[config.mk]
export PLATFORM = sky130hd
export DESIGN_NAME = pipe_hazard_ctrl_flat
export DESIGN_NICKNAME = d
export VERILOG_FILES = /design/src/rtl/pipe_hazard_ctrl_if.sv /design/src/rtl/pipe_hazard_ctrl.sv /design/src/flat_wrapper.sv
export SDC_FILE = /design/constraint.sdc
export NUM_CORES = 1
export LEC_CHECK = 0
export ABC_AREA = 1
export CAP_MARGIN = 10
export CORE_ASPECT_RATIO = 1.1
export CORE_MARGIN = 2
export CORE_UTILIZATION = 40
export DETAILED_ROUTE_END_ITERATION = 16
export PLACE_DENSITY = 0.74
export SYNTH_ARGS = -nofsm -noshare
export SYNTH_HDL_FRONTEND = slang
export SYNTH_SLANG_ARGS = --single-unit
[constraint.sdc]
create_clock -name clk -period 1.6 [get_ports clk]
set_input_delay 0.16 -clock clk [delete_from_list [all_inputs] [get_ports clk]]
set_output_delay 0.16 -clock clk [all_outputs]
set_load 0.05 [all_outputs]
[src/rtl/pipe_hazard_ctrl_if.sv]
// Control bundle between the ID/WB stages and pipe_hazard_ctrl.
// The controller takes the slave view; the pipeline (or a bench) takes the master view.
interface pipe_hazard_ctrl_if #(
  parameter int REG_W = 6
);
  logic             id_valid;
  logic [REG_W-1:0] id_rs_a;
  logic [REG_W-1:0] id_rs_b;
  logic             id_use_a;
  logic             id_use_b;
  logic [REG_W-1:0] id_rd;
  logic             id_reg_write;
  logic             id_branch_taken;
  logic             wb_redirect;
  logic             pc_en;
  logic             ifid_en;
  logic             ifid_flush;
  logic             idex_bubble;
  logic             exwb_flush;
  logic [15:0]      stall_cnt;
  logic [15:0]      flush_cnt;

  modport master (
    output id_valid, id_rs_a, id_rs_b, id_use_a, id_use_b, id_rd, id_reg_write,
           id_branch_taken, wb_redirect,
    input  pc_en, ifid_en, ifid_flush, idex_bubble, exwb_flush, stall_cnt, flush_cnt
  );

  modport slave (
    input  id_valid, id_rs_a, id_rs_b, id_use_a, id_use_b, id_rd, id_reg_write,
           id_branch_taken, wb_redirect,
    output pc_en, ifid_en, ifid_flush, idex_bubble, exwb_flush, stall_cnt, flush_cnt
  );
endinterface

[src/rtl/pipe_hazard_ctrl.sv]
// RAW-stall / redirect-flush sequencer for the four-stage pipeline (no forwarding).
// Optional performance counters are built when PIPE_PERF_CNT_EN is defined.
module pipe_hazard_ctrl #(
  parameter int REG_W            = 6,
  parameter int REDIRECT_PENALTY = 2
) (
  input  logic              clk,
  input  logic              rst_n,
  pipe_hazard_ctrl_if.slave bus
);

  typedef enum logic [0:0] {ST_RUN = 1'b0, ST_FLUSH = 1'b1} state_t;

  localparam logic [2:0] PEN_M1 = 3'(REDIRECT_PENALTY - 1);

  state_t           state_r, state_s;
  logic [2:0]       fcnt_r, fcnt_s;
  logic             ex_v_r, wb_v_r;
  logic [REG_W-1:0] ex_rd_r, wb_rd_r;

  logic hz_s;
  logic pc_s, ifen_s, iff_s, bub_s, exf_s;
  logic stall_inc_s, flush_inc_s, clr_sb_s;

  function automatic logic sb_match(input logic ex_v, input logic [REG_W-1:0] ex_rd,
                                    input logic wb_v, input logic [REG_W-1:0] wb_rd,
                                    input logic [REG_W-1:0] r);
    return (ex_v & (ex_rd == r)) | (wb_v & (wb_rd == r));
  endfunction

  // RAW hazard: the WB slot also counts because the register file has no read-through
  always_comb begin
    hz_s = bus.id_valid &
           ((bus.id_use_a & sb_match(ex_v_r, ex_rd_r, wb_v_r, wb_rd_r, bus.id_rs_a)) |
            (bus.id_use_b & sb_match(ex_v_r, ex_rd_r, wb_v_r, wb_rd_r, bus.id_rs_b)));
  end

  // Next-state and control decode
  always_comb begin
    state_s     = state_r;
    fcnt_s      = fcnt_r;
    pc_s        = 1'b1;
    ifen_s      = 1'b1;
    iff_s       = 1'b0;
    bub_s       = 1'b0;
    exf_s       = 1'b0;
    stall_inc_s = 1'b0;
    flush_inc_s = 1'b0;
    clr_sb_s    = 1'b0;
    case (state_r)
      ST_RUN: begin
        if (bus.wb_redirect) begin
          iff_s       = 1'b1;
          bub_s       = 1'b1;
          exf_s       = 1'b1;
          flush_inc_s = 1'b1;
          clr_sb_s    = 1'b1;
          fcnt_s      = PEN_M1;
          state_s     = (PEN_M1 == 3'd0) ? ST_RUN : ST_FLUSH;
        end else if (hz_s) begin
          pc_s        = 1'b0;
          ifen_s      = 1'b0;
          bub_s       = 1'b1;
          stall_inc_s = 1'b1;
        end else if (bus.id_branch_taken) begin
          iff_s = 1'b1;
        end else begin
          iff_s = 1'b0;
        end
      end
      ST_FLUSH: begin
        iff_s = 1'b1;
        bub_s = 1'b1;
        // A jump reaching WB during the flush window restarts the window
        if (bus.wb_redirect) begin
          exf_s       = 1'b1;
          flush_inc_s = 1'b1;
          clr_sb_s    = 1'b1;
          fcnt_s      = PEN_M1;
          state_s     = (PEN_M1 == 3'd0) ? ST_RUN : ST_FLUSH;
        end else begin
          fcnt_s  = fcnt_r - 3'd1;
          state_s = (fcnt_r <= 3'd1) ? ST_RUN : ST_FLUSH;
        end
      end
      default: begin
        state_s = ST_RUN;
        fcnt_s  = 3'd0;
      end
    endcase
  end

  // State and flush-window counter
  always_ff @(posedge clk or negedge rst_n) begin
    if (!rst_n) begin
      state_r <= ST_RUN;
      fcnt_r  <= 3'd0;
    end else begin
      state_r <= state_s;
      fcnt_r  <= fcnt_s;
    end
  end

  // Scoreboard mirroring EX_M and WB destination registers
  always_ff @(posedge clk or negedge rst_n) begin
    if (!rst_n) begin
      ex_v_r  <= 1'b0;
      ex_rd_r <= {REG_W{1'b0}};
      wb_v_r  <= 1'b0;
      wb_rd_r <= {REG_W{1'b0}};
    end else if (clr_sb_s) begin
      ex_v_r  <= 1'b0;
      ex_rd_r <= {REG_W{1'b0}};
      wb_v_r  <= 1'b0;
      wb_rd_r <= {REG_W{1'b0}};
    end else begin
      wb_v_r  <= ex_v_r;
      wb_rd_r <= ex_rd_r;
      ex_v_r  <= bus.id_valid & bus.id_reg_write & ~bub_s;
      ex_rd_r <= bus.id_rd;
    end
  end

  assign bus.pc_en       = rst_n & pc_s;
  assign bus.ifid_en     = rst_n & ifen_s;
  assign bus.ifid_flush  = ~rst_n | iff_s;
  assign bus.idex_bubble = ~rst_n | bub_s;
  assign bus.exwb_flush  = ~rst_n | exf_s;

`ifdef PIPE_PERF_CNT_EN
  logic [15:0] stall_cnt_r;
  logic [15:0] flush_cnt_r;

  // Saturating stall / redirect event counters
  always_ff @(posedge clk or negedge rst_n) begin
    if (!rst_n) begin
      stall_cnt_r <= 16'h0000;
      flush_cnt_r <= 16'h0000;
    end else begin
      if (stall_inc_s && (stall_cnt_r != 16'hFFFF)) begin
        stall_cnt_r <= stall_cnt_r + 16'd1;
      end else begin
        stall_cnt_r <= stall_cnt_r;
      end
      if (flush_inc_s && (flush_cnt_r != 16'hFFFF)) begin
        flush_cnt_r <= flush_cnt_r + 16'd1;
      end else begin
        flush_cnt_r <= flush_cnt_r;
      end
    end
  end

  assign bus.stall_cnt = rst_n ? stall_cnt_r : 16'h0000;
  assign bus.flush_cnt = rst_n ? flush_cnt_r : 16'h0000;
`else
  logic perf_unused_s;
  assign perf_unused_s = stall_inc_s ^ flush_inc_s;
  assign bus.stall_cnt = 16'h0000;
  assign bus.flush_cnt = 16'h0000;
`endif

endmodule

[src/flat_wrapper.sv]
// flat-port wrapper written by rule: the top's interface ports become plain ports
module pipe_hazard_ctrl_flat 
#(
  parameter int REG_W            = 6,
  parameter int REDIRECT_PENALTY = 2
)
  (clk, rst_n, bus_id_valid, bus_id_rs_a, bus_id_rs_b, bus_id_use_a, bus_id_use_b, bus_id_rd, bus_id_reg_write, bus_id_branch_taken, bus_wb_redirect, bus_pc_en, bus_ifid_en, bus_ifid_flush, bus_idex_bubble, bus_exwb_flush, bus_stall_cnt, bus_flush_cnt);
  pipe_hazard_ctrl_if #(.REG_W(REG_W)) bus_i ();
  input  logic clk;
  input  logic rst_n;
  input wire logic [$bits(bus_i.id_valid)-1:0] bus_id_valid;
  input wire logic [$bits(bus_i.id_rs_a)-1:0] bus_id_rs_a;
  input wire logic [$bits(bus_i.id_rs_b)-1:0] bus_id_rs_b;
  input wire logic [$bits(bus_i.id_use_a)-1:0] bus_id_use_a;
  input wire logic [$bits(bus_i.id_use_b)-1:0] bus_id_use_b;
  input wire logic [$bits(bus_i.id_rd)-1:0] bus_id_rd;
  input wire logic [$bits(bus_i.id_reg_write)-1:0] bus_id_reg_write;
  input wire logic [$bits(bus_i.id_branch_taken)-1:0] bus_id_branch_taken;
  input wire logic [$bits(bus_i.wb_redirect)-1:0] bus_wb_redirect;
  output wire logic [$bits(bus_i.pc_en)-1:0] bus_pc_en;
  output wire logic [$bits(bus_i.ifid_en)-1:0] bus_ifid_en;
  output wire logic [$bits(bus_i.ifid_flush)-1:0] bus_ifid_flush;
  output wire logic [$bits(bus_i.idex_bubble)-1:0] bus_idex_bubble;
  output wire logic [$bits(bus_i.exwb_flush)-1:0] bus_exwb_flush;
  output wire logic [$bits(bus_i.stall_cnt)-1:0] bus_stall_cnt;
  output wire logic [$bits(bus_i.flush_cnt)-1:0] bus_flush_cnt;
  assign bus_i.id_valid = bus_id_valid;
  assign bus_i.id_rs_a = bus_id_rs_a;
  assign bus_i.id_rs_b = bus_id_rs_b;
  assign bus_i.id_use_a = bus_id_use_a;
  assign bus_i.id_use_b = bus_id_use_b;
  assign bus_i.id_rd = bus_id_rd;
  assign bus_i.id_reg_write = bus_id_reg_write;
  assign bus_i.id_branch_taken = bus_id_branch_taken;
  assign bus_i.wb_redirect = bus_wb_redirect;
  assign bus_pc_en = bus_i.pc_en;
  assign bus_ifid_en = bus_i.ifid_en;
  assign bus_ifid_flush = bus_i.ifid_flush;
  assign bus_idex_bubble = bus_i.idex_bubble;
  assign bus_exwb_flush = bus_i.exwb_flush;
  assign bus_stall_cnt = bus_i.stall_cnt;
  assign bus_flush_cnt = bus_i.flush_cnt;
  pipe_hazard_ctrl #(.REG_W(REG_W), .REDIRECT_PENALTY(REDIRECT_PENALTY)) u_core (.clk(clk), .rst_n(rst_n), .bus(bus_i));
endmodule
# Word-level counts from Yosys, hierarchy flattened
# Cells that the tools add are included.
[op_classes]
add_sub_neg = 1
order_cmp = 1
n_eq_ne = 5
mux = 21
n_bitwise = 19
[ops]
columns = ["op", "count"]
rows = [
  ["6-bit == test", 4],
  ["1-bit two-way mux", 13],
  ["6-bit two-way mux", 2],
  ["1-bit bitwise AND", 10],
  ["3-bit two-way mux", 2],
  ["1-bit OR", 6],
  ["1-bit case mux with 2 select lines", 3],
  ["3-bit case mux with 2 select lines", 1],
  ["3-bit by 1-bit less-or-equal comparator with 1-bit output, second input constant", 1],
  ["1-bit inverter", 3],
  ["3-bit by 1-bit subtractor with 3-bit output, second input constant", 1],
  ["2-bit inequality test, second input constant", 1],
]
[totals]
register_bits = 18
input_bits = 26
output_inout_bits = 37
wordCells = 53

# Logic depth before layout (Yosys ltp)
# Gate-level depths: netlist of run 1.
[depth]
depth_word = 12
depth_mapped = 14
mapped_depth_nobuf = 13

# Worst setup path before layout of run 1
# No wires, ideal clock.
[synth_timing]
path_kind = "register -> output"
from = "register u_core.ex_rd_r[1]"
to = "output bus_pc_en"
arrival_ps = 1549
required_time_ps = 1440
slack_ps = -109
path_stages_with_launch = 15
path_buffers = 1
path_cell_list = "dfrtp_1 > inv_2 > nand2_1 > nand2_1 > inv_1 > nand2_1 > nor2_1 > nand2_1 > nand2_1 > nand2_1 > nand2_2 > nand3_1 > nand2_1 > inv_1 > buf_4"
[synth_via]
elab_chain_len = 10
elab_cells_between_ends = 14
classes_between = "eq/ne (2); mux (3); bitwise (9)"
[synth_lines]
columns = ["item", "line_no", "text"]
rows = [
  ["from (decl)", "pipe_hazard_ctrl.sv:19", "logic [REG_W-1:0] ex_rd_r, wb_rd_r;"],
  ["from (signal assigned)", "pipe_hazard_ctrl.sv:108", "ex_rd_r <= {REG_W{1'b0}};"],
  ["from (signal assigned)", "pipe_hazard_ctrl.sv:113", "ex_rd_r <= {REG_W{1'b0}};"],
  ["from (signal assigned)", "pipe_hazard_ctrl.sv:120", "ex_rd_r <= bus.id_rd;"],
  ["6-bit == test", "pipe_hazard_ctrl.sv:28", "return (ex_v & (ex_rd == r)) | (wb_v & (wb_rd == r));"],
  ["1-bit bitwise AND", "pipe_hazard_ctrl.sv:28", ""],
  ["1-bit OR", "pipe_hazard_ctrl.sv:28", ""],
  ["1-bit bitwise AND, on equally long branches", "pipe_hazard_ctrl.sv:34, pipe_hazard_ctrl.sv:35", ""],
  ["1-bit OR *", "pipe_hazard_ctrl.sv:34", "((bus.id_use_a & sb_match(ex_v_r, ex_rd_r, wb_v_r, wb_rd_r, bus.id_rs_a)) |"],
  ["1-bit bitwise AND *", "pipe_hazard_ctrl.sv:33", "hz_s = bus.id_valid &"],
  ["1-bit two-way mux * (3 in a row)", "-", ""],
  ["1-bit bitwise AND *", "-", ""],
  ["to (decl)", "flat_wrapper.sv:20", "output wire logic [$bits(bus_i.pc_en)-1:0] bus_pc_en;"],
]
# Mark *: on every way between the ends. The rest lies on a longest branch, timed or not.

# Worst setup path in the final report of run 1
[layout_timing]
from = "register u_core.ex_rd_r[1]"
to = "output bus_ifid_en"
[layout_via]
elab_chain_len = 10
elab_cells_between_ends = 14
classes_between = "eq/ne (2); mux (3); bitwise (9)"
[layout_lines]
columns = ["item", "line_no", "text"]
rows = [
  ["6-bit == test", "pipe_hazard_ctrl.sv:28", ""],
  ["1-bit bitwise AND", "pipe_hazard_ctrl.sv:28", ""],
  ["1-bit OR", "pipe_hazard_ctrl.sv:28", ""],
  ["1-bit bitwise AND, on equally long branches", "pipe_hazard_ctrl.sv:34, pipe_hazard_ctrl.sv:35", ""],
  ["1-bit OR *", "pipe_hazard_ctrl.sv:34", ""],
  ["1-bit bitwise AND *", "pipe_hazard_ctrl.sv:33", ""],
  ["1-bit two-way mux *", "pipe_hazard_ctrl.sv:60", "end else if (hz_s) begin"],
  ["1-bit two-way mux *", "pipe_hazard_ctrl.sv:52", "if (bus.wb_redirect) begin"],
  ["1-bit two-way mux *", "pipe_hazard_ctrl.sv:50", "case (state_r)"],
  ["1-bit bitwise AND *", "pipe_hazard_ctrl.sv:125", "assign bus.ifid_en = rst_n & ifen_s;"],
  ["to (decl)", "flat_wrapper.sv:21", "output wire logic [$bits(bus_i.ifid_en)-1:0] bus_ifid_en;"],
]
# Marked as above.

==> results of run 1 <==
-- registers in the layout, indices dropped and copies added, names as in the netlist --
register	flops
u_core.state_r	1
u_core.ex_rd_r	6
u_core.fcnt_r	3
u_core.wb_rd_r	6
u_core.wb_v_r	1
u_core.ex_v_r	1
-- logic make-up (layout without fill, tap and decap cells) --
family	after synthesis	in the layout	share of synthesized area, %
flip-flops	18	18	32.4
other	1	32	0.270
AND/OR/NAND/NOR	104	104	28.9
buffers and inverters	80	84	30.5
AO/OA/AOI/OAI	12	12	4.86
adder cells (fa/ha/maj)	2	2	1.80
XOR/XNOR	2	2	1.26
-- timing repair --
action	in CTS	in global routing
resized for setup	6	1
setup endpoints to repair	4	4
gates cloned	0	0
buffers inserted	1	0
-- metrics by stage --
step | hold slack (ns) | util (%) | TNS [ns]
6_report | 0.311 | 52.0 | -1.22
5_1_grt | 0.308 | 52.0 | -1.81
4_1_cts | 0.323 | 51.9 | -1.28
3_5_place_dp | 0.495 | 50.4 | -1.18
3_3_place_gp | 0.474 | 50.4 | -1.11
2_1_floorplan | -0.136 | - | -0.0968
-- how the worst max path moves through the flow --
| stage | end |
|---|---|
| final | bus_ifid_en |
| after global routing | bus_ifid_en |
| after CTS | bus_ifid_en |
| after detailed placement | bus_ifid_en |
| after global placement | bus_ifid_en |
| after floorplan | bus_pc_en |
-- layout make-up --
class                           count  area [µm²]
Clock buffer                        3        22.5
Sequential cell                    18         450
Timing Repair Buffer               36         382
Tap cell                           48        60.1
Multi-Input combinational cell    152         644
Fill cell                         341        1600
Inverter                           45         173
-- power breakdown --
group / internal (mW) / leakage (nW) / switching (mW)
logic: 0.198 / 0.733 / 0.388
registers: 0.518 / 0.235 / 0.0538
clock network: 0.0878 / 0.0138 / 0.139
total: 0.804 / 0.982 / 0.580
-- routing by layer --
| metal | share of wire (%) | wire, µm |
|---|---|---|
| met1 | 43 | 1150 |
| met2 | 47 | 1240 |
| met3 | 7.5 | 199 |
| met4 | 2.6 | 68 |
| met5 | 0 | 0 |
-- worst reg2reg max path: cells and delay by family, from the launching register on --
kind	cells	cell delay, ns
buffers and inverters	3	0.25
AND/OR/NAND/NOR	9	0.51
flip-flops	1	0.43
-- cells in the final DEF, fill, tap and decap left out --
master / instances
a21oi_1: 5
buf_8: 1
o21bai_1: 1
inv_2: 3
buf_12: 3
o22ai_1: 3
nand3_1: 5
nor3_1: 1
xor2_1: 1
buf_4: 6
clkinvlp_4: 1
clkinv_1: 1
ha_1: 2
inv_1: 40
a31oi_1: 1
xnor2_1: 1
buf_6: 1
clkdlybuf4s50_1: 25
o21ai_0: 2
nor2_1: 25
nand2_2: 4
nand3_2: 1
dfrtp_1: 18
conb_1: 32
nand2_1: 68
clkbuf_4: 3
==> run summary, run 1 <==
Setup violations, final: 4
Fin cells: 302
Power Total: 1.38 mW
Worst Hold Class: in2async
Via count: 1225
Vias in the first global route: 1006
Hold-fix buffers, CTS: 0
Ant. Diodes: 0
Row count: 22
Synth warn: 0
Final Hold Viols: 0
Critical path class: reg2out
CTS tree: built
CTS Buf Count: 3
Slowest-stage cell, CP: dfrtp_1
Clock root cell: clkbuf_4
Launch point of the worst path: u_core.ex_rd_r[1]$_DFF_PN0_
Slew Limit Fails: 0
Placed Area: 0.00168 mm²
Area growth syn-to-layout: 24.6%
Most used cell, CP: nand2_1
Top-area cell type share of the netlist area: 32.4%
Final instance area: 0.00173 mm²
Power per cell area: 799 mW/mm²
Synth area leaders: dfrtp_1 32%, nand2_1 19%, buf_4 18%
Most frequent cell after synthesis: nand2_1
CP Buf/Inv Count: 4
Grt met2 use: 21.5%
Number of synthesized register bits: 18
Max_cap viols: 0
Main flop type after synthesis: dfrtp_1
Maximum clock rate: 0.519 GHz
Total routed wirelength: 2.66 mm
Mapped Area: 0.00139 mm²
Worst stage delay on the critical path: 0.42 ns
Synth area leader: dfrtp_1
Lkg Pwr: 0.982 nW
Worst vdd ir: 0.000476 V
Tcrit/Tclk final: 120%
Port Buffers: 30
H-tree depth: 1
CTS max path bufs: 2
Setup slack, reg-to-reg: 0.33 ns
Failing checks: setup timing
Chip Width: 60.2 µm
Largest net degree at the start of global routing: 16
Yosys cell types: 20
Die H: 65.8 µm
Outcome: finished with violations
Vias/cell: 4.06
R2r endpoint: u_core.ex_v_r$_DFF_PN0_
Worst-skew pair later-pin latency: 0.29 ns
Worst Setup Start Kind: flip-flop
Setup WS post-layout: -0.326 ns
Global Route met3 Usage: 1.76%
Average instance area after synthesis: 6.35 µm²
CP required: 1.44 ns
Die area: 0.00396 mm²
Syn Inst Count: 219
Ports: 63
Async S/R FF share, synth: 100%
Clk_skew: 0.00254 ns
Gr ovfl total: 0
Post-route ant nets: 0
Worst Setup End Kind: primary output
TritonRoute pass-1 iters: 4
Critical path cell sequence: inv_2, nand2_1, nand2_1, inv_1, nand2_1, nor2_1, nand2_1, nand2_1, nand2_1, nand2_2, nand3_2, nand2_2, clkinvlp_4, buf_12
Initial detailed-routing violation count: 36
Dpl cells: 298
Core box area: 0.00333 mm²
Cell count along the critical path: 14
Clock transition at path regs: 0.10 ns
Grt peak-use layer: met2
EDFF count, synth: 0
Tmin final: 1.93 ns
Worst path top cell family by delay: simple AND/OR/NAND/NOR gates
GRT Overall Usage: 14.0%
First-pass GRT wire length: 4.15 mm
Sequential share of the synthesized area: 32.4%
Initial Utilization: 41.7%
FF-to-FF path depth: 12
Met1 Usage GRT: 19.0%
Reg-to-reg startpoint: u_core.ex_rd_r[1]$_DFF_PN0_
Critical Path Fanout Max: 3
Nets@finish: 284
DR WL/cell: 8.81 µm
CTS Sinks: 18
Arrival @ worst endpoint: 1.77 ns
Most frequent cells after synthesis: 71 x nand2_1, 42 x inv_1, 33 x buf_4, 25 x nor2_1, 18 x dfrtp_1
RSZ-0062 raised after global routing: true
Final Wtd Congestion: 0.875
Initial antenna violation count: 0
Post-DP HPWL: 2.20 mm
DP Worst Slack: -0.322 ns
Layout cell share with drive strength beyond 1: 9.06%
DRC Markers: 0
Note: power is estimated with default switching activity, not from simulation.
==> run 2: changes to the inputs <==
- CELL_PAD_IN_SITES_DETAIL_PLACEMENT: not set -> 1
- CELL_PAD_IN_SITES_GLOBAL_PLACEMENT: not set -> 1
- CORE_UTILIZATION: 40 -> 27
- CTS_CLUSTER_SIZE: not set -> 28
- PLACE_DENSITY: 0.74 -> 0.75
==> run summary, run 2 (synthesis gave the netlist of run 1 again) <==
Outcome: finished with violations
Failing checks: setup timing
Max_cap viols: 0 (unchanged)
Lkg Pwr: 1.05 nW (+7.2%)
Post-route ant nets: 0 (unchanged)
R2r endpoint: u_core.ex_v_r$_DFF_PN0_
CTS max path bufs: 2 (unchanged)
Clk_skew: 0.00203 ns (-0.000512 ns)
Reg-to-reg startpoint: u_core.wb_rd_r[3]$_DFF_PN0_
Worst Setup Start Kind: flip-flop
Initial Utilization: 27.8% (-14 points)
Setup WS post-layout: -0.314 ns (+0.0116 ns)
Gr ovfl total: 0 (unchanged)
Layout cell share with drive strength beyond 1: 13.3% (+4.3 points)
Launch point of the worst path: u_core.wb_rd_r[3]$_DFF_PN0_
Fillers: 667 (+96%)
Die H: 79.3 µm (+20%)
Core box area: 0.00500 mm² (+50%)
Final Hold Viols: 0 (unchanged)
Critical Path Fanout Max: 3 (unchanged)
GRT Overall Usage: 12.5% (-1.5 points)
Commonest cells after routing, fill and taps aside: 65 x nand2_1, 36 x inv_1, 32 x conb_1, 24 x nor2_1, 20 x clkdlybuf4s50_1
TNS Setup: -1.21 ns (+0.0140 ns)
Maximum clock rate: 0.522 GHz (+0.61%)
Nets@finish: 285 (+0.35%)
FF-to-FF path depth: 12 (unchanged)
Tmin final: 1.91 ns (-0.0116 ns)
Final Wtd Congestion: 0.802 (-8.3%)
Vias in the first global route: 1299 (+29%)
Largest registers: u_core.ex_rd_r (6), u_core.wb_rd_r (6), u_core.fcnt_r (3)
Via count: 1254 (+2.4%)
H-tree depth: 1 (unchanged)
Power per cell area: 825 mW/mm² (+3.3%)
Worst Setup End Kind: primary output
Ant. Diodes: 0 (unchanged)
Worst vdd ir: 0.000259 V (-46%)
Setup violations, final: 4 (unchanged)
CTS Buf Count: 3 (unchanged)
Arrival @ worst endpoint: 1.75 ns (-0.02 ns)
Initial antenna violation count: 0 (unchanged)
Most common cell after layout, fill and taps aside: nand2_1
Slew Limit Fails: 0 (unchanged)
Largest net degree at the start of global routing: 16 (unchanged)
FF/Latch Area: 452 µm² (+0.28%)
DRC Markers: 0 (unchanged)
Final core utilization: 36.4% (-16 points)
Setup slack, reg-to-reg: 0.29 ns (-0.04 ns)
Clock transition at path regs: 0.07 ns (-0.03 ns)
Worst-skew pair later-pin latency: 0.25 ns (-0.04 ns)
Chip Width: 72.4 µm (+20%)
CTS Sinks: 18 (unchanged)
RSZ-0062 raised after global routing: true
CP required: 1.44 ns (about the same)
TritonRoute pass-1 iters: 4 (unchanged)
Worst Hold Class: in2async
DR WL/cell: 10.9 µm (+23%)
Clock root cell: clkbuf_8
Vias/cell: 4.01 (-1.2%)
Ports: 63 (unchanged)
Tcrit/Tclk final: 120% (-0.73 points)
Die area: 0.00574 mm² (+45%)
Row count: 27 (+23%)
Area growth syn-to-layout: 30.9%
Critical path class: reg2out
Post-DP HPWL: 2.80 mm (+27%)
CTS tree: built
Total routed wirelength: 3.40 mm (+28%)
Post-CTS Setup Bufs: 0 (-1)
Crit path capture: bus_ifid_flush
Hold-fix buffers, CTS: 0 (unchanged)
First-pass GRT wire length: 5.70 mm (+37%)
Port Buffers: 30 (unchanged)
Initial detailed-routing violation count: 24 (-33%)
Multi-input gate area: 663 µm² (+2.9%)
## run 2: stage by stage
stage	area [µm²]	std cells	power (mW)	setup slack [ns]	hold WS, ns
after global routing	1820	313	1.62	-0.468	0.245
final	1820	313	1.50	-0.314	0.238
after CTS	1790	313	1.52	-0.355	0.236
after detailed placement	1720	310	1.19	-0.384	0.490
after global placement	1720	310	1.16	-0.333	0.479
after floorplan	1520	250	1.04	-0.0968	-0.136
## run 2: power by group
group | leakage (nW) | internal, mW | switching (mW) | total [mW]
Sequential | 0.233 | 0.519 | 0.0590 | 0.578
Clock | 0.0216 | 0.167 | 0.144 | 0.311
Combinational | 0.797 | 0.210 | 0.402 | 0.612
Total | 1.05 | 0.896 | 0.606 | 1.50
## run 2: worst min-delay path by stage
stage	depth (start not counted)	to	from
after detailed placement	2	u_core.wb_v_r$_DFF_PN0_	u_core.ex_v_r$_DFF_PN0_
after CTS	2	u_core.fcnt_r[2]$_DFFE_PN0P_	rst_n
after global placement	2	u_core.wb_v_r$_DFF_PN0_	u_core.ex_v_r$_DFF_PN0_
final	2	u_core.fcnt_r[2]$_DFFE_PN0P_	rst_n
after global routing	2	u_core.wb_rd_r[5]$_DFF_PN0_	rst_n
after floorplan	0	u_core.ex_rd_r[0]$_DFF_PN0_	rst_n
## run 2: cell type report
type	count	area share (%)
multi-input combinational	152	36.5
clock buffer	3	2.27
sequential	18	24.8
inverter	45	9.49
tap	58	3.99
timing repair buffer	37	23.0
## run 2: metal layers
layer	global-route usage, %	wire, µm	vias to the layer above
met1	13.8	1340	562
li1	-	-	645
met3	1.27	143	6
met4	3.89	65	0
met5	0	0	-
met2	24.6	1850	41
## run 2: repair_timing
action                     in CTS  in global routing
setup endpoints to repair       4                  4
pin swaps                       1                  2
resized for setup               8                 16
## run 2: critical path, cell delays in order (launching register included)
cell	delay, ns
dfrtp_1	0.42
inv_2	0.05
nand2_1	0.05
nand2_1	0.05
inv_1	0.06
nand2_2	0.06
nor2_2	0.08
nand2_1	0.06
nand2_1	0.08
nand2_1	0.06
nand2_2	0.07
buf_4	0.13
nand2_4	0.05
nand2_2	0.06
nand2_2	0.06
buf_8	0.16
==> run 3: changes to the inputs <==
- ABC_CLOCK_PERIOD_IN_PS: not set -> 1750
- CORE_UTILIZATION: 27 -> 25
- CTS_CLUSTER_SIZE: 28 -> 8
- PLACE_DENSITY: 0.75 -> 0.73
- clock period: 1.6 -> 1.75 ns (I/O delays scaled with it)
==> run summary, run 3 (synthesis gave the netlist of run 1 again) <==
Arrival @ worst endpoint: 1.62 ns (-0.13 ns)
Outcome: finished with violations
Initial antenna violation count: 0 (unchanged)
Final Wtd Congestion: 0.776 (-3.2%)
Fillers: 709 (+6.3%)
Worst vdd ir: 0.000261 V (+0.75%)
Clock transition at path regs: 0.07 ns (about the same)
Min Hold Slack: 0.350 ns (+0.112 ns)
Worst stage delay on the critical path: 0.44 ns (+0.02 ns)
Die area: 0.00617 mm² (+7.6%)
Most used cell, CP: nand2_1
Critical path cell sequence: nand2_2, nand2_1, inv_1, nand2_1, nor2_1, nand2_1, nand2_1, nand2_1, nand2_2, nand2_1, nand2_1, nand2_1, buf_6
Setup slack, reg-to-reg: 0.58 ns (+0.29 ns)
Slew Limit Fails: 0 (unchanged)
Critical Path Fanout Max: 5 (+2)
Worst Hold Class: in2async
GRT Overall Usage: 11.2% (-1.3 points)
Sequential share of power: 37.6% (-0.9 points)
Worst Setup End Kind: primary output
Nets@finish: 281 (-1.4%)
Max_cap viols: 0 (unchanged)
Largest registers: u_core.ex_rd_r (6), u_core.wb_rd_r (6), u_core.fcnt_r (3)
CTS Buf Count: 3 (unchanged)
Chip Width: 75.1 µm (+3.7%)
Power per cell area: 789 mW/mm² (-4.4%)
FF-to-FF path depth: 10 (-2)
Setup WS post-layout: -0.0461 ns (+0.268 ns)
Final instance area: 0.00177 mm² (-2.5%)
Post-route ant nets: 0 (unchanged)
Clock root cell: clkbuf_8
Core box area: 0.00536 mm² (+7.2%)
Total routed wirelength: 3.29 mm (-3.3%)
Maximum clock rate: 0.557 GHz
Final Hold Viols: 0 (unchanged)
Lkg Pwr: 0.987 nW (-6.3%)
CP required: 1.57 ns (+0.13 ns)
R2r endpoint: u_core.ex_v_r$_DFF_PN0_
Row count: 28 (+3.7%)
Area growth syn-to-layout: 27.5%
Largest net degree at the start of global routing: 16 (unchanged)
DRC Markers: 0 (unchanged)
RSZ-0062 raised after global routing: true
TritonRoute pass-1 iters: 4 (unchanged)
First-pass GRT wire length: 5.28 mm (-7.4%)
Layout cell share with drive strength beyond 1: 9.52% (-3.8 points)
Reg-to-reg startpoint: u_core.ex_rd_r[3]$_DFF_PN0_
CTS Sinks: 18 (unchanged)
Hold-fix buffers, CTS: 0 (unchanged)
Port Buffers: 30 (unchanged)
CP Buf/Inv Count: 2 (-2)
Vias/cell: 3.76 (-6.2%)
Commonest cells after routing, fill and taps aside: 68 x nand2_1, 40 x inv_1, 32 x conb_1, 24 x nor2_1, 21 x clkdlybuf4s50_1
Initial detailed-routing violation count: 27 (+13%)
Clk network pwr share: 24.7% (+4.0 points)
Worst Setup Start Kind: flip-flop
Switching power: 0.553 mW (-8.7%)
Tmin final: 1.80 ns
Switching portion of total power: 39.5% (-0.80 points)
Via count: 1229 (-2.0%)
H-tree depth: 1 (unchanged)
Placed Area: 0.00169 mm² (-1.5%)
Failing checks: setup timing
Gr ovfl total: 0 (unchanged)
Slowest-stage cell, CP: dfrtp_2
CTS max path bufs: 2 (unchanged)
Post-DP HPWL: 2.78 mm (-0.92%)
Initial Utilization: 25.9% (-1.9 points)
Vias in the first global route: 1234 (-5.0%)
CTS tree: built
Critical path class: reg2out
Most common cell after layout, fill and taps aside: nand2_1
Worst path top cell family by delay: simple AND/OR/NAND/NOR gates
Worst-skew pair later-pin latency: 0.25 ns (about the same)
Internal: 0.846 mW (-5.6%)
Combinational share of power: 37.7% (-3.0 points)
Ant. Diodes: 0 (unchanged)
Ports: 63 (unchanged)
Tcrit/Tclk final: 103%
DR WL/cell: 10.1 µm (-7.4%)
Clk_skew: 0.00153 ns (-0.000497 ns)
Die H: 82.2 µm (+3.7%)
Setup violations, final: 4 (unchanged)
[run 3: cell types whose count changed in the layout (fill, tap and decap cells not counted), moves of 3 or more]
cell / previous run / this run
buf_4: 6 / 3
dlymetal6s2s_1: 5 / 0
inv_2: 7 / 3
inv_1: 36 / 40
nand2_1: 65 / 68
dlygate4sd2_1: 0 / 4
[run 3: worst max path at each step]
| stage | cells past startpoint | start | to | slack, ns |
|---|---|---|---|---|
| 2_1_floorplan | 14 | u_core.ex_rd_r[1]$_DFF_PN0_ | bus_pc_en | 0.03 |
| 3_3_place_gp | 13 | bus_id_rs_a[3] | bus_ifid_en | -0.12 |
| 3_5_place_dp | 13 | bus_id_rs_a[3] | bus_ifid_en | -0.15 |
| 4_1_cts | 13 | u_core.ex_rd_r[3]$_DFF_PN0_ | bus_ifid_en | -0.09 |
| 5_1_grt | 14 | u_core.wb_rd_r[3]$_DFF_PN0_ | bus_ifid_en | -0.22 |
| 6_report | 13 | u_core.ex_rd_r[3]$_DFF_PN0_ | bus_ifid_flush | -0.05 |
[run 3: layer usage]
layer / routed length [µm] / global-route usage (%) / vias up
li1: - / - / 635
met1: 1340 / 13.3 / 556
met2: 1770 / 20.4 / 34
met3: 142 / 1.58 / 4
met4: 44 / 3.75 / 0
met5: 0 / 0 / -
[run 3: repair_timing]
item / 4_1_cts / 5_1_grt
gates resized for setup: 10 / 6
endpoints found under the setup margin: 4 / 4
pin swaps: 2 / 5
buffers inserted: 0 / 0
[run 3: layout make-up]
| type | instances | area (µm²) | area share [%] |
|---|---|---|---|
| timing repair buffer | 33 | 350 | 19.8 |
| inverter | 45 | 171 | 9.67 |
| sequential | 18 | 452 | 25.5 |
| tap | 75 | 93.8 | 5.29 |
| multi-input combinational | 152 | 651 | 36.7 |
| clock buffer | 4 | 55.1 | 3.11 |
[run 3: power by group through the flow]
stage	Combinational (mW)	Clock [mW]	Sequential, mW
after floorplan	0.434	0	0.518
after global routing	0.591	0.378	0.536
after CTS	0.530	0.353	0.526
final	0.527	0.346	0.526
after detailed placement	0.526	0	0.533
after global placement	0.514	0	0.528
[run 3: through the flow]
| step | util [%] | instances | setup slack, ns | power, mW | TNS (ns) |
|---|---|---|---|---|---|
| 2_1_floorplan | - | 250 | 0.0258 | 0.952 | 0 |
| 3_3_place_gp | 31.6 | 323 | -0.120 | 1.04 | -0.394 |
| 3_5_place_dp | 31.6 | 323 | -0.146 | 1.06 | -0.462 |
| 4_1_cts | 32.8 | 327 | -0.0926 | 1.41 | -0.279 |
| 5_1_grt | 33.1 | 327 | -0.224 | 1.51 | -0.865 |
| 6_report | 33.1 | 327 | -0.0461 | 1.40 | -0.139 |
